File: src/rtl/fast_msg_pkg.sv
// Shared widths, tagged-beat layout and FSM states for FAST message dispatch/reassembly.
package fast_msg_pkg;

  localparam int unsigned BEAT_W  = 64;
  localparam int unsigned MAX_MSG = 10;
  localparam int unsigned NUM_ENC = 4;
  localparam int unsigned ID_W    = 21;

  localparam int unsigned IDX_W = $clog2(MAX_MSG);
  localparam int unsigned LEN_W = $clog2(MAX_MSG + 1);
  localparam int unsigned PTR_W = IDX_W + 1;
  localparam int unsigned TAG_W = 1 + ID_W + IDX_W + BEAT_W;

  typedef struct packed {
    logic              valid;
    logic [ID_W-1:0]   id;
    logic [IDX_W-1:0]  idx;
    logic [BEAT_W-1:0] data;
  } field_tag_t;

  typedef enum logic {
    IDLE = 1'b0,
    SEND = 1'b1
  } dispatch_state_t;

endpackage

File: src/rtl/fast_message_dispatch.sv
// Captures one FAST message and issues its fields as tagged beats, up to NUM_ENC per cycle,
// in field order, with all-or-nothing group issue across the encoder lanes.
module fast_message_dispatch
  import fast_msg_pkg::*;
(
  input  logic               clk,
  input  logic               rstn,
  input  logic               msg_valid,
  output logic               msg_ready,
  input  logic [ID_W-1:0]    msg_id,
  input  logic [LEN_W-1:0]   msg_len,
  input  logic [BEAT_W-1:0]  msg_fields [0:MAX_MSG-1],
  input  logic [NUM_ENC-1:0] lane_ready,
  output field_tag_t         lane_fields [0:NUM_ENC-1],
  output logic               msg_done,
  output logic               len_err,
  output logic               busy
);

  dispatch_state_t   state_q, state_d;
  logic [PTR_W-1:0]  ptr_q;
  logic [ID_W-1:0]   id_q;
  logic [LEN_W-1:0]  len_q;
  logic [BEAT_W-1:0] fields_q [0:MAX_MSG-1];

  logic [PTR_W-1:0]  remaining;
  logic [PTR_W-1:0]  grp;
  logic              grp_ok;
  logic              issue;
  logic              last;
  logic              capture;
  logic              len_bad;

  // Group sizing, issue decision, handshake and next state
  always_comb begin
    remaining = PTR_W'(len_q) - ptr_q;
    grp       = (remaining > PTR_W'(NUM_ENC)) ? PTR_W'(NUM_ENC) : remaining;
    grp_ok    = 1'b1;
    for (int j = 0; j < int'(NUM_ENC); j++) begin
      if ((PTR_W'(j) < grp) && !lane_ready[j]) grp_ok = 1'b0;
    end
    issue     = (state_q == SEND) && grp_ok;
    last      = issue && ((ptr_q + grp) == PTR_W'(len_q));
    // Ready during the final issue cycle lets the next message follow with no bubble
    msg_ready = (state_q == IDLE) || last;
    capture   = msg_valid && msg_ready;
    len_bad   = (msg_len == '0) || (msg_len > LEN_W'(MAX_MSG));
    state_d   = state_q;
    if (state_q == IDLE) begin
      if (capture && !len_bad) state_d = SEND;
    end else begin
      if (last) state_d = (capture && !len_bad) ? SEND : IDLE;
    end
  end

  // Control state, pulses and registered lane beats
  always_ff @(posedge clk) begin
    if (!rstn) begin
      state_q  <= IDLE;
      ptr_q    <= '0;
      msg_done <= 1'b0;
      len_err  <= 1'b0;
      for (int j = 0; j < int'(NUM_ENC); j++) lane_fields[j] <= '0;
    end else begin
      state_q  <= state_d;
      msg_done <= last;
      len_err  <= capture && len_bad;
      if (capture)    ptr_q <= '0;
      else if (issue) ptr_q <= ptr_q + grp;
      for (int j = 0; j < int'(NUM_ENC); j++) begin
        if (issue && (PTR_W'(j) < grp)) begin
          lane_fields[j] <= {1'b1, id_q, IDX_W'(ptr_q + PTR_W'(j)),
                             fields_q[IDX_W'(ptr_q + PTR_W'(j))]};
        end else begin
          lane_fields[j] <= '0;
        end
      end
    end
  end

  // Message holding registers; contents only matter while in SEND
  always_ff @(posedge clk) begin
    if (capture) begin
      id_q     <= msg_id;
      len_q    <= msg_len;
      fields_q <= msg_fields;
    end
  end

  assign busy = (state_q == SEND);

endmodule

File: config.mk
export PLATFORM = sky130hd
export DESIGN_NAME = fast_message_dispatch
export DESIGN_NICKNAME = d
export VERILOG_FILES = /design/src/rtl/fast_msg_pkg.sv /design/src/rtl/fast_message_dispatch.sv
export SDC_FILE = /design/constraint.sdc
export NUM_CORES = 2
export LEC_CHECK = 0
export BUFFER_PORTS_ARGS = -buffer_cell sky130_fd_sc_hd__buf_2
export CELL_PAD_IN_SITES_DETAIL_PLACEMENT = 0
export CELL_PAD_IN_SITES_GLOBAL_PLACEMENT = 2
export CORE_AREA = 2 2 400 402
export CTS_BUF_LIST = sky130_fd_sc_hd__clkbuf_4
export DETAILED_ROUTE_END_ITERATION = 8
export DIE_AREA = 0 0 402 404
export GPL_TIMING_DRIVEN = 0
export PLACE_DENSITY_LB_ADDON = 0.1
export SLEW_MARGIN = 10
export SYNTH_ARGS = -nofsm -noshare
export SYNTH_HDL_FRONTEND = slang
export SYNTH_SLANG_ARGS = --single-unit
File: constraint.sdc
create_clock -name clk -period 28.4 [get_ports clk]
set_input_delay 1.42 -clock clk [delete_from_list [all_inputs] [get_ports clk]]
set_output_delay 1.42 -clock clk [all_outputs]
set_load 0.01 [all_outputs]
# Word-level counts from Yosys, hierarchy flattened
# Index checks and enable logic that the tools add are counted.
[op_classes]
addsub = 5
order_cmp = 10
n_eq_ne = 1
n_mux = 24
bitwise = 6
reduce_logical = 26
[ops]
columns = ["cell", "count"]
rows = [
  ["binary-select mux 64 bit (select 4 bit)", 4],
  ["two-way mux 64 bit", 8],
  ["two-way mux 90 bit", 4],
  ["greater-or-equal comparator 5 bit (second input constant)", 4],
  ["NOT 4 -> 5 bit", 4],
  ["logical AND 1 bit", 13],
  ["< comparator 1 x 5 -> 1 bit (first input constant)", 2],
  ["< comparator 2 x 5 -> 1 bit (first input constant)", 2],
  ["adder 4 x 2 -> 4 bit (second input constant)", 2],
  ["AND reduction 2 bit", 4],
  ["two-way mux 1 bit", 7],
  ["adder 5 bit", 1],
  ["== test 5 x 4 -> 1 bit", 1],
  ["greater-than comparator 5 x 3 -> 1 bit (second input constant)", 1],
  ["zero test 1 bit", 5],
  ["two-way mux 5 bit", 1],
  ["subtractor 4 x 5 -> 5 bit", 1],
  ["adder 4 x 1 -> 4 bit (second input constant)", 1],
  ["greater-than comparator 4 bit (second input constant)", 1],
  ["zero test 4 bit", 1],
  ["logical OR 1 bit", 2],
  ["NOT 1 bit", 2],
  ["OR reduction 2 bit", 1],
]
[word_totals]
ff_bits = 1033
inputBits = 672
output_inout_bits = 364
wordCells = 104

# Depth between registers and ports, before layout
[logic_depth]
ltp_word = 17
mapped_depth = 18
mapped_depth_nobuf = 17

# Worst setup path after synthesis
# OpenSTA, ideal clock, no wires.
[synth_path]
path_type = "flip-flop to flip-flop"
from = "register ptr_q[2]"
to = "register fields_q[0] in the netlist's numbering (enable)"
setup_ns = 1.097
arrival_time_ns = 18.561
required_time_ns = 27.303
slack_ns = 8.742
stages_incl_launch_ff = 17
path_buffers = 2
period_less_slack_ns = 19.658
path_cell_list = "dfxtp_1 > clkbuf_1 > inv_1 > clkbuf_1 > ha_1 > a21oi_1 > o21ai_2 > xnor2_2 > and3_2 > inv_1 > nor2_1 > xnor2_1 > ha_1 > or3_1 > o311a_2 > nor4_4 > o21a_1"
[synth_via]
elab_chain_cells = 13
word_cells_on_any_way = 21
cone_classes = "add/sub: 2; order compare: 5; eq/ne: 1; mux: 5; reduce/logical: 8"
[synth_rtl]
columns = ["element", "line", "text"]
rows = [
  ["from (decl)", "fast_message_dispatch.sv:21", "logic [PTR_W-1:0] ptr_q;"],
  ["from (signal assigned)", "fast_message_dispatch.sv:69", "else if (issue) ptr_q <= ptr_q + grp;"],
  ["subtractor 4 x 5 -> 5 bit", "fast_message_dispatch.sv:36", "remaining = PTR_W'(len_q) - ptr_q;"],
  ["greater-than comparator 5 x 3 -> 1 bit", "fast_message_dispatch.sv:37", "grp = (remaining > PTR_W'(NUM_ENC)) ? PTR_W'(NUM_ENC) : remaining;"],
  ["two-way mux 5 bit", "fast_message_dispatch.sv:37", ""],
  ["< comparator 1 x 5 -> 1 bit", "fast_message_dispatch.sv:40", "if ((PTR_W'(j) < grp) && !lane_ready[j]) grp_ok = 1'b0;"],
  ["logical AND 1 bit", "fast_message_dispatch.sv:40", ""],
  ["two-way mux 1 bit (4 in series)", "fast_message_dispatch.sv:40", ""],
  ["logical AND 1 bit", "fast_message_dispatch.sv:42", "issue = (state_q == SEND) && grp_ok;"],
  ["logical AND 1 bit *", "fast_message_dispatch.sv:43", "last = issue && ((ptr_q + grp) == PTR_W'(len_q));"],
  ["logical OR 1 bit *", "fast_message_dispatch.sv:45", "msg_ready = (state_q == IDLE) || last;"],
  ["logical AND 1 bit *", "fast_message_dispatch.sv:46", "capture = msg_valid && msg_ready;"],
  ["via capture", "fast_message_dispatch.sv:31", "logic capture;"],
  ["to (signal assigned)", "fast_message_dispatch.sv:86", "fields_q <= msg_fields;"],
  ["to (decl)", "fast_message_dispatch.sv:24", "logic [BEAT_W-1:0] fields_q [0:MAX_MSG-1];"],
]
# Mark *: on every way through the listed nets, which the timed path passes. The rest lies on a longest branch.
# A chain may end at the register's enable or synchronous reset.

# Worst setup path after layout
[layout_path]
from = "register ptr_q[2]"
to = "output msg_ready"
[layout_via]
elab_chain_cells = 12
word_cells_on_any_way = 20
cone_classes = "add/sub: 2; order compare: 5; eq/ne: 1; mux: 5; reduce/logical: 7"
[layout_rtl]
columns = ["element", "line", "text"]
rows = [
  ["subtractor 4 x 5 -> 5 bit", "fast_message_dispatch.sv:36", ""],
  ["greater-than comparator 5 x 3 -> 1 bit", "fast_message_dispatch.sv:37", ""],
  ["two-way mux 5 bit", "fast_message_dispatch.sv:37", ""],
  ["< comparator 1 x 5 -> 1 bit", "fast_message_dispatch.sv:40", ""],
  ["logical AND 1 bit", "fast_message_dispatch.sv:40", ""],
  ["two-way mux 1 bit (4 in series)", "fast_message_dispatch.sv:40", ""],
  ["logical AND 1 bit", "fast_message_dispatch.sv:42", ""],
  ["logical AND 1 bit *", "fast_message_dispatch.sv:43", ""],
  ["logical OR 1 bit *", "fast_message_dispatch.sv:45", ""],
  ["to (decl)", "fast_message_dispatch.sv:9", "output logic msg_ready,"],
]
# Every way passes the cells marked *; elsewhere a longest branch is shown, timed or not.

==> results.ini <==
[place]
dpl-instance-area_um2=56700
pre_cts_ws_ns=20.89
post-dp-hpwl_um=178000
buffer_ports.inserted=1033
dp.cells=6393
finalWeightedCongestion=0.876

[sta]
maxSlewViolCount=0
totalNegativeSetupSlack_ns=0
worst_slew_pin_slew_ns=1.38
final-setup-viol-count=0
timing.max_slew.rel_slack=0.0799
unrepaired_setup_endpoints_after_global_routing=no
timing.final.hold_violations=0
final.period_utilization=0.293
final_critical_path_setup_slack_ns=20.07
finalWorstPathRequiredPeriod_ns=8.33
fmax_mhz=120
skew_ns=0.116
whs_ns=0.310

[critical_path]
cp-end-kind=output pin
cp_max_fo=10
crit_path_start_kind=flop
start_to_end_type_of_the_worst_setup_path=reg2out
signal_arrival_time_at_the_worst_endpoint_ns=6.91
cp.required_ns=26.98
worst_r2r_path_depth=22

[run]
maxCapViolCount=0

[synth]
synth_nets=3957
syn_inst=3273
asyncSetResetFlopFracSynth=0
synth_area_um2=48500
number_of_synthesized_flops_with_an_enable_pin=665
synth-seq-area-share=0.564
yosys_register_bits=1033
yosysWarnings=0
top_reg_cell_synth=edfxtp_1
syn-mean-instance-area_um2=14.8
synth.lib_cells_used.distinct=54

[global_route]
antenna_violations_before_repair=77
grt_start_max_net_pins=65
grt_pass1_vias=38600
gr-usage-all-layers=0.293
grt_pass1_wl_um=324000
grt-ovfl-total=0

[floorplanning]
floorplan.rows=146
die_width_um=402
floorplan.initialDensity=0.307
fp.coreArea_um2=158000
pin_count=1036
floorplan.die_area_um2=162000
floorplan.die.height_um=404

[cells_and_area]
area_delta_synth_final_pct=25.0
finalInstanceArea_um2=60600
final_nets=5319
final_core_utilization=0.384
post_route_cells_drive_above_1_share=0.451
finish.cell_count_without_fillers=6970

[clock_tree]
postCtsHoldBufs=0
clock_latency_ns=1.26
cts_tree=yes
cts_buffers=310
clock-root-buffer=clkbuf_4
clockBufferDepth=4
max_h_tree_level=5
clkTransAtPathRegs_ns=0.07
numClockSinks=1033
postCtsSetupRepairBufs=0
ctsResizeCount=0

[detailed_routing]
detail_route.iter0.violations=3663
viasPerCell=5.49
via_count=38200
post_route_ant_nets=0
wl_per_cell_um=34.9
detailedRoute.firstPassIterationCount=5
postRouteWirelength_um=244000
drc=0

[hold_path]
worst_hold_path.num_cells=1
worst_hold_class=in2reg

[pwr]
design_power_total_mw=3.50
vdd_drop_max_mv=0.0342
total_leakage_power_nw=23.5
p_per_area_nw_per_um2=57.7

[outcome]
status=completed

## kinds of logic after synthesis
| kind of cell | after synthesis | synth area share |
|---|---|---|
| compound gates | 481 | 0.0565 |
| xor+xnor | 20 | 0.00415 |
| fa+ha+maj | 12 | 0.00325 |
| buf+inv | 293 | 0.0246 |
| flops | 1033 | 0.564 |
| mux | 708 | 0.280 |
| other cells | 1 | 0.0000773 |
| simple gates | 725 | 0.0679 |
## routing by layer
layer | track usage | routed length, um | up-vias | part of all wire
met2 | 0.468 | 115000 | 2340 | 0.47
met3 | 0.0861 | 22700 | 518 | 0.093
met4 | 0.124 | 10100 | 54 | 0.042
li1 | - | - | 15800 | -
met5 | 0 | 356 | - | 0.0015
met1 | 0.370 | 95200 | 19500 | 0.39
## critical path, cell delays in order, from the launching register on
cell,delay [ns]
dfxtp_1,0.38
clkbuf_1,0.30
inv_1,0.19
clkbuf_1,0.89
ha_1,0.46
a21oi_1,0.20
o21ai_2,0.09
xnor2_2,0.49
and3_2,0.35
inv_1,0.13
nor2_1,0.13
xnor2_1,0.14
ha_1,0.28
xor2_1,0.18
a21oi_1,0.18
o31ai_1,0.10
a311o_1,0.37
nor4_4,0.51
nand2b_1,0.19
buf_2,0.12
## worst paths after layout
path              slack, ns          endpoint           start
setup / recovery      20.07         msg_ready        ptr_q[2]
hold / removal         0.31      fields_q[48]  msg_fields[48]
setup reg to reg      20.73     fields_q[614]        ptr_q[2]
hold reg to reg        0.51  lane_fields[349]        id_q[11]
## Yosys cell counts, drive strengths merged (4+ instances only)
library cell | count | area share
dfxtp | 368 | 0.15
mux4 | 512 | 0.24
a22oi | 64 | 0.0099
clkbuf | 179 | 0.014
ha | 11 | 0.0028
a21oi | 263 | 0.027
nand3 | 72 | 0.0075
xor2 | 7 | 0.0017
nor2 | 211 | 0.016
nand2 | 265 | 0.021
mux2 | 64 | 0.015
o22ai | 65 | 0.0084
buf | 100 | 0.0091
a211oi | 5 | 0.00077
edfxtp | 665 | 0.41
o21ai | 71 | 0.0074
inv | 12 | 0.00093
or3 | 4 | 0.00064
mux2i | 132 | 0.027
nor3 | 6 | 0.00085
xnor2 | 13 | 0.0025
and2 | 157 | 0.020
## placed cells by master, fill, tap and decap left out, types with 3 or more instances in the layout
master / synthesis / layout
diode_2: 0 / 37
buf_12: 0 / 3
nor2_1: 211 / 210
inv_1: 9 / 9
nor3_1: 5 / 5
dfxtp_1: 368 / 368
buf_16: 0 / 10
and2_1: 157 / 157
nand3_1: 71 / 71
xnor2_1: 12 / 11
mux2i_1: 132 / 132
clkinv_1: 1 / 67
clkbuf_2: 0 / 14
buf_2: 51 / 1091
clkinv_2: 0 / 7
o22ai_1: 65 / 65
inv_2: 3 / 10
o21ai_0: 70 / 70
buf_8: 0 / 3
a211oi_1: 5 / 5
a22oi_1: 64 / 64
ha_1: 11 / 11
a31oi_1: 3 / 3
buf_1: 49 / 38
xor2_1: 6 / 6
bufinv_16: 0 / 3
a21oi_1: 262 / 262
nand2_1: 265 / 265
mux2_2: 64 / 64
mux4_2: 512 / 512
clkbuf_4: 0 / 455
edfxtp_1: 665 / 665
clkbuf_1: 179 / 169
## registers in the layout, indices dropped and copies added, names as in the netlist
register and count:
busy 1, fields_q 640, id_q 21, lane_fields 360
len_err 1, len_q 4, msg_done 1, ptr_q 5
## layout make-up
| type | count | area [um2] |
|---|---|---|
| antenna | 37 | 92.6 |
| buffer | 280 | 1170 |
| clock buffer | 455 | 3420 |
| clock inverter | 83 | 399 |
| fill | 15800 | 97200 |
| inverter | 13 | 48.8 |
| multi-input combinational | 1947 | 20000 |
| sequential | 1033 | 27300 |
| tap | 2072 | 2590 |
| timing repair buffer | 1050 | 5560 |
## power by group
part	switching (mW)	leakage (nW)	total [mW]	internal, mW
clock network	0.682	2.30	1.44	0.758
registers	0.0669	9.33	1.75	1.69
logic	0.158	11.9	0.302	0.144
total	0.907	23.5	3.50	2.59
Power figures use the tool's default switching activity.
